$ cat config.mk
export PLATFORM = sky130hd
export DESIGN_NAME = fc_in_collect
export DESIGN_NICKNAME = d
export VERILOG_FILES = /design/src/rtl/fc_pkg.sv /design/src/rtl/fc_requant.sv /design/src/rtl/fc_in_collect.sv
export SDC_FILE = /design/constraint.sdc
export NUM_CORES = 2
export LEC_CHECK = 0
export ABC_AREA = 1
export CORE_AREA = 2 2 414 416
export DETAILED_ROUTE_END_ITERATION = 8
export DIE_AREA = 0 0 416 418
export GPL_TIMING_DRIVEN = 0
export HOLD_SLACK_MARGIN = 0.12
export PLACE_DENSITY_LB_ADDON = 0.08
export SYNTH_ARGS = -nofsm -noshare
export SYNTH_HDL_FRONTEND = slang
export SYNTH_SLANG_ARGS = --single-unit
$ cat constraint.sdc
create_clock -name clk -period 4.3 [get_ports clk]
set_input_delay 0.645 -clock clk [delete_from_list [all_inputs] [get_ports clk]]
set_output_delay 0.645 -clock clk [all_outputs]
set_load 0.005 [all_outputs]
$ cat src/rtl/fc_pkg.sv
// ---------------------------------------------------------------------------
// fc_pkg
// Shared defaults and types for the fully-connected input path.
//   FC_WIDTH     : activation width presented to the FC layer
//   FC_IN        : activations per frame
//   FC_IN_WIDTH  : width of the incoming (pre-requantization) activation
//   FC_SHIFT     : requantization right-shift amount
//   fc_act_t     : one requantized activation
//   fc_bank_sel_t: selects one of the two ping-pong banks
// ---------------------------------------------------------------------------
package fc_pkg;

  localparam int FC_WIDTH    = 8;
  localparam int FC_IN       = 128;
  localparam int FC_IN_WIDTH = 23;
  localparam int FC_SHIFT    = 7;

  typedef logic [FC_WIDTH-1:0] fc_act_t;
  typedef logic                fc_bank_sel_t;

endpackage

$ cat src/rtl/fc_requant.sv
// ---------------------------------------------------------------------------
// fc_requant
// Combinational requantizer: wide signed activation -> WIDTH-bit unsigned.
// Negative inputs clamp to 0; positive inputs are shifted right by SHIFT and
// saturated to 2^(WIDTH-1)-1.
// Build option: define FC_IN_ROUND_EN to round half-up before the shift;
// otherwise the shift truncates.
// Ports:
//   i_data : incoming activation, signed two's complement, IN_WIDTH bits
//   o_q    : requantized activation, WIDTH bits
// ---------------------------------------------------------------------------
module fc_requant #(
  parameter int WIDTH    = 8,
  parameter int IN_WIDTH = 23,
  parameter int SHIFT    = 7
) (
  input  logic signed [IN_WIDTH-1:0] i_data,
  output logic        [WIDTH-1:0]    o_q
);

  // Largest positive value representable in the signed WIDTH-bit range.
  localparam logic signed [IN_WIDTH:0] MAXV =
    {{(IN_WIDTH+2-WIDTH){1'b0}}, {(WIDTH-1){1'b1}}};

`ifdef FC_IN_ROUND_EN
  localparam logic signed [IN_WIDTH:0] HALF =
    {{IN_WIDTH{1'b0}}, 1'b1} << (SHIFT-1);
`endif

  // One guard bit so the rounding add cannot wrap the sign.
  logic signed [IN_WIDTH:0] w_ext;
  logic signed [IN_WIDTH:0] w_t;

  always_comb begin
    w_ext = {i_data[IN_WIDTH-1], i_data};
`ifdef FC_IN_ROUND_EN
    w_ext = w_ext + HALF;
`endif
    w_t = w_ext >>> SHIFT;

    if (i_data[IN_WIDTH-1]) begin
      o_q = '0;
    end else if (w_t > MAXV) begin
      o_q = MAXV[WIDTH-1:0];
    end else begin
      o_q = w_t[WIDTH-1:0];
    end
  end

endmodule

$ cat src/rtl/fc_in_collect.sv
// ---------------------------------------------------------------------------
// fc_in_collect
// Ping-pong input collector for the FC layer. Requantizes one incoming
// activation per cycle and packs IN of them into a bank; two banks let the
// next frame fill while the presented one is held for the consumer.
// Build option: FC_IN_ROUND_EN (passed through to fc_requant) selects
// round-half-up requantization; undefined means truncation.
// Ports:
//   clk      : clock, rising edge
//   rst      : synchronous active-high reset
//   in_data  : incoming signed activation
//   in_valid : in_data valid
//   in_ready : collector accepts in_data this cycle
//   x        : parallel frame [0:IN-1] to the layer, straight from registers
//   x_valid  : x holds a complete frame
//   x_ready  : consumer releases the presented frame
// ---------------------------------------------------------------------------
module fc_in_collect
  import fc_pkg::*;
#(
  parameter int WIDTH    = FC_WIDTH,
  parameter int IN       = FC_IN,
  parameter int IN_WIDTH = FC_IN_WIDTH,
  parameter int SHIFT    = FC_SHIFT
) (
  input  logic                       clk,
  input  logic                       rst,
  input  logic signed [IN_WIDTH-1:0] in_data,
  input  logic                       in_valid,
  output logic                       in_ready,
  output logic        [WIDTH-1:0]    x [0:IN-1],
  output logic                       x_valid,
  input  logic                       x_ready
);

  localparam int IDX_W = $clog2(IN);

  logic [WIDTH-1:0] r_bank [2][IN];
  logic [1:0]       r_full;
  fc_bank_sel_t     r_wr_sel;
  fc_bank_sel_t     r_rd_sel;
  logic [IDX_W-1:0] r_wr_idx;

  logic [WIDTH-1:0] w_q;
  logic             w_accept;
  logic             w_last;
  logic             w_release;
  logic [1:0]       w_full_next;

  fc_requant #(
    .WIDTH    (WIDTH),
    .IN_WIDTH (IN_WIDTH),
    .SHIFT    (SHIFT)
  ) u_requant (
    .i_data (in_data),
    .o_q    (w_q)
  );

  assign in_ready  = !r_full[r_wr_sel];
  assign x_valid   = r_full[r_rd_sel];
  assign w_accept  = in_valid && in_ready;
  assign w_last    = (r_wr_idx == IDX_W'(IN-1));
  assign w_release = x_valid && x_ready;

  // A completing bank is always empty and a released bank always full, so
  // the two updates never target the same bank and can both apply.
  always_comb begin
    w_full_next = r_full;
    if (w_release) begin
      w_full_next[r_rd_sel] = 1'b0;
    end
    if (w_accept && w_last) begin
      w_full_next[r_wr_sel] = 1'b1;
    end
  end

  always_ff @(posedge clk) begin
    if (rst) begin
      r_full   <= '0;
      r_wr_sel <= 1'b0;
      r_rd_sel <= 1'b0;
      r_wr_idx <= '0;
      for (int b = 0; b < 2; b++) begin
        for (int i = 0; i < IN; i++) begin
          r_bank[b][i] <= '0;
        end
      end
    end else begin
      r_full <= w_full_next;
      if (w_accept) begin
        r_bank[r_wr_sel][r_wr_idx] <= w_q;
        if (w_last) begin
          r_wr_idx <= '0;
          r_wr_sel <= ~r_wr_sel;
        end else begin
          r_wr_idx <= r_wr_idx + 1'b1;
        end
      end
      if (w_release) begin
        r_rd_sel <= ~r_rd_sel;
      end
    end
  end

  generate
    for (genvar gi = 0; gi < IN; gi++) begin : g_x
      assign x[gi] = r_bank[r_rd_sel][gi];
    end
  endgenerate

endmodule
Word-level counts from Yosys, hierarchy flattened

Memory sizes are Yosys's and may differ from the RTL's. A register that Yosys moved wholly into a read port is not among the register bits.
Cells that the tools add are included.

Register bits: 11
Bits in writable memories: 2048
Memories kept: 1
Word-level logic and storage cells: 54

Memory list:

| memory | words | bits a word | read ports | clocked after memory_dff | wr ports | line                | RTL |
|---|---|---|---|---|---|---|---|
| r_bank | 2     | 1024        | 1          | 1                        | 2        | fc_in_collect.sv:38 | `logic [WIDTH-1:0] r_bank [2][IN];` |

Multiplexer cells: 25
Add/sub/neg operators: 1
Bitwise logic cells: 6
$lt $le $gt $ge: 7
Equality and inequality tests: 1
Reductions and logical operators: 9

Operators by type and width:

| operator                                                       | count |
|---|---|
| 2-to-1 mux 1024 bit                                            | 3 |
| OR reduction 1024 bit                                          | 1 |
| demux 8 bit (select 7 bit)                                     | 1 |
| 2-to-1 mux 8 bit                                               | 3 |
| greater-than comparator 16 x 8 -> 1 bit, second input constant | 1 |
| 2-to-1 mux 1 bit                                               | 13 |
| >= comparator 8 bit, second input constant                     | 1 |
| < comparator 8 x 1 -> 1 bit, second input constant             | 1 |
| inverter 7 -> 8 bit                                            | 1 |
| adder 7 x 1 -> 7 bit, second input constant                    | 1 |
| == test 7 bit, second input constant                           | 1 |
| 2-to-1 mux 7 bit                                               | 1 |
| logical AND 1 bit                                              | 6 |
| < comparator 1 x 2 -> 1 bit, second input constant             | 2 |
| 2-to-1 mux 2 bit                                               | 2 |
| AND 2 bit                                                      | 1 |
| demux 1 bit (select 1 bit)                                     | 2 |
| >= comparator 1 bit, second input constant                     | 2 |
| inverter 1 bit                                                 | 2 |
| inverter 2 bit                                                 | 1 |
| OR 2 bit                                                       | 1 |
| AND reduction 2 bit                                            | 1 |
| zero test 1 bit                                                | 1 |

Longest topological paths before layout

Depth in word-level cells: 9
Depth in mapped cells: 10

Cells and area by module

From an unflattened synthesis, not the netlist that was laid out.

Cell total of the unflattened synthesis: 5496
Area total of the unflattened synthesis: 82743.1 µm²

Modules (own cells, without submodules):

| module        | seq. area each (µm²) | cells an instance | times used | area an instance (µm²) |
|---|---|---|---|---|
| fc_in_collect | 61739.2              | 5473              | 1          | 82636.8 |
| fc_requant    | 0.0                  | 23                | 1          | 106.4 |

Worst setup path after synthesis

OpenSTA, ideal clock, no wires.

Path kind: input -> register
From: in rst
To: mem r_bank[1][1003] (netlist bit) (data pin)
Buffers on the path: 3
Stages on the path: 8
Data required time: 3817 ps
Arrival: 3070 ps
Setup slack: 747 ps
Library setup time: 483 ps
Path through: buf_2 > inv_2 > nand3_2 > buf_6 > inv_1 > buf_1 > nand3_1 > inv_1

RTL lines:

| what            | line                | RTL |
|---|---|---|
| start, declared | fc_in_collect.sv:27 | `input logic rst,` |
| end, declared   | fc_in_collect.sv:38 |  |

==> flow_metrics.tcl <==
set metrics [dict create \
    antenna_found_initial 11 \
    synth_edf_count 2048 \
    wl_mm 296 \
    cp_slowest_cell "clkbuf_1" \
    io_buffers 1044 \
    p_leak_nw 38.0 \
    fin_cells 9047 \
    first_global_vias 49035 \
    antenna_left 0 \
    die_h_microns 418 \
    report.final.slew_viol_count 1 \
    die_x_microns 416 \
    synth_most_common_cell "edfxtp_1" \
    drive_gt1_share_pct 23.5 \
    critical_path.top_delay_family "buffers and inverters" \
    holdBufCountCts 0 \
    num_vias 50988 \
    violations "capacitance limit, slew limit" \
    insertion_delay_ps 820 \
    utilization_pct 62.0 \
    ctsLongestPathBuffers 3 \
    total_power_mw 44.1 \
    dp_cells 8666 \
    ys_async_sr_fraction_pct 0 \
    crit_required_ps 3650 \
    max-vdd-ir-drop_mv 0.397 \
    dpl_worst_slack_ps -195 \
    hpwlAfterDp_mm 204 \
    ys_seq_elements 2060 \
    drtPass1Iterations 6 \
    grt_max_degree 82 \
    root_buffer "clkbuf_16" \
    final_nets 6683 \
    drv_cap 1 \
    fmax_mhz 235 \
    path_max_fanout 11 \
    path_buf_inv 3 \
    area_delta_synth_final_pct 25.2 \
    vias_per_cell 5.64 \
    skew_ps 24.9 \
    clkPwrFrac_pct 40.1 \
    synthFlopType "edfxtp_1" \
    yosys.area.top_type "edfxtp_1" \
    yosysWarnings 0 \
    synth_area_sq_mm 0.0837 \
    h-tree-depth 4 \
    endpoint_kind "output port" \
    cts_buffers 206 \
    finalSetupTns_ps 0 \
    netlist_top_cells_area "edfxtp_1, mux2_2, nor2_1, nand3_4, nand2_1" \
    cts_tree "yes" \
    fillCellCount 12787 \
    grt_usage_pct 33.3 \
    core_sq_mm 0.169 \
    syn_inst 5138 \
    hold_ws_ps 447 \
    grt_pass1_wl_mm 397 \
    gp_congestion 0.970 \
    timing.final.crit_period_ps 4250 \
    drc 0 \
    io_pins 1053 \
    syn_area_per_cell_sq_um 16.3 \
    swShare_pct 22.4 \
    rsz0062_at_grt "no" \
    synth_common_cells "edfxtp_1, mux2_2, nor2_1, nand2_1, clkbuf_1" \
    max_slew_margin_pct -0.319 \
    p_per_area_mw_per_mm2 421 \
    yosysTopAreaCellShare_pct 73.5 \
    wl_per_cell_microns 32.7 \
    p_switching_mw 9.89 \
    critical-path-max-stage-delay_ps 660 \
    post-route-period-util_pct 98.8 \
    start_util_pct 49.5 \
    dieArea_sq_mm 0.174 \
    clk_pin_slew_ps 60 \
    sequentialPowerShare_pct 52.9 \
    internal_power_mw 34.2 \
    drt_iter0_drc 5344 \
    critPathKind "register to output port" \
    start_kind "register" \
    min_path_type "primary input to register" \
    combPwrFrac_pct 7.1 \
    grt-ovfl-total 0 \
    clock_sinks 2060 \
    finalSetupViolCount 0 \
    tightest_slew_ps 1490 \
    crit_arrival_ps 3600 \
    ys_types 33 \
    worstPathCellList "clkbuf_2 -> clkbuf_1 -> mux2_2 -> clkdlybuf4s50_1" \
    yosysSeqAreaShare_pct 73.8 \
    setup_ws_ps 51.4 \
    finalHoldViolCount 0 \
    num_rows 151 \
    outcome "finished, violations left" \
    fin_area_sq_mm 0.105 \
    dpl-instance-area_sq_mm 0.0982 \
]
state kept, by name (all words and copies together), names as in the netlist, named ones only:
signal    flops
r_full        2
r_bank     2048
r_wr_idx      7
r_rd_sel      1
r_wr_sel      1
layout make-up:
class | instances | area [sq um] | share of cell area (%)
diodes | 5 | 12.5 | 0.0119
plain buffers | 311 | 1580 | 1.51
clock buffers | 254 | 5440 | 5.19
clock inverters | 123 | 1090 | 1.04
inverters | 164 | 668 | 0.638
multi-input cells | 2857 | 20700 | 19.8
flip-flops and latches | 2060 | 61700 | 58.9
well taps | 2218 | 2780 | 2.65
repair buffers | 1055 | 10700 | 10.2
tightest hold or removal path, stage by stage:
cell	delay [ps]
buf_2	200
buf_4	250
nor2_1	120
placed cells by master (no fill, tap or decap), types with 2 or more instances in the layout:
cell type        synthesis  routed
a21oi_1                 12      12
buf_1                    8       8
buf_12                  11      14
buf_16                   0       8
buf_2                   45      44
buf_4                   12      13
buf_6                    8       8
buf_8                    2       2
bufinv_16                0      19
clkbuf_1               225     241
clkbuf_16                0     211
clkbuf_2                 0      25
clkbuf_8                 1       2
clkdlybuf4s50_1          0    1044
clkinv_1                 1      63
clkinv_2                 0      30
clkinv_8                 0       3
clkinvlp_4               0       7
conb_1                   1     256
dfxtp_1                 12      11
diode_2                  0       5
edfxtp_1              2048    2048
inv_1                  158     151
inv_2                    5       5
inv_8                    0       7
mux2_2                1024    1024
nand2_1                253     253
nand2_2                  7       7
nand3_1                 21      21
nand3_2                  7       7
nand3_4                118     118
nand4_1                  2       2
nor2_1                 910     910
nor2_2                  27      27
nor2_4                   7       7
nor2_8                   5       5
nor3_1                  90      90
nor3_4                   8       8
o21ai_0                103     102
o21ai_1                  4       5
repair_timing:
action                      CTS  global route
setup buffers                 0             0
setup endpoints to repair  1024             9
gates resized for setup      17             2
per-layer routing:
| metal | up-vias | wire [microns] | global-route usage, % |
|---|---|---|---|
| met1 | 26189 | 112000 | 42.3 |
| met2 | 2650 | 139000 | 52.5 |
| met4 | 6 | 20700 | 20.1 |
| li1 | 21552 | - | - |
| met3 | 591 | 24700 | 7.42 |
| met5 | - | 40 | 0 |
power groups by stage:
stage	Sequential, mW	Clock (mW)	Combinational (mW)
after detailed placement	23.8	0	3.09
after global routing	23.4	18.5	3.20
after floorplan	23.7	0	1.16
after global placement	23.7	0	3.06
final	23.3	17.7	3.11
after CTS	23.3	17.8	3.11
worst paths after layout:
path                            cells past startpoint  slack, ps        start             end
worst max register to register                      9        510     r_wr_sel  r_bank[1][780]
worst max-delay path                                4         50     register          x[343]
worst min register to register                      2        550  r_wr_idx[0]     r_wr_idx[0]
worst min-delay path                                3        450          rst       r_full[1]
cells by family (layout without fill, tap and decap cells):
logic type,after synthesis,count (layout),synth area share (%)
AND/OR/NAND/NOR,1456,1456,9.09
buffers and inverters,476,1907,2.58
multiplexers,1024,1024,13.8
AO/OA/AOI/OAI,120,120,0.722
other,1,261,0.00448
flip-flops,2060,2060,73.8
adder cells (fa/ha/maj),1,1,0.0150
Power figures use the tool's default switching activity.
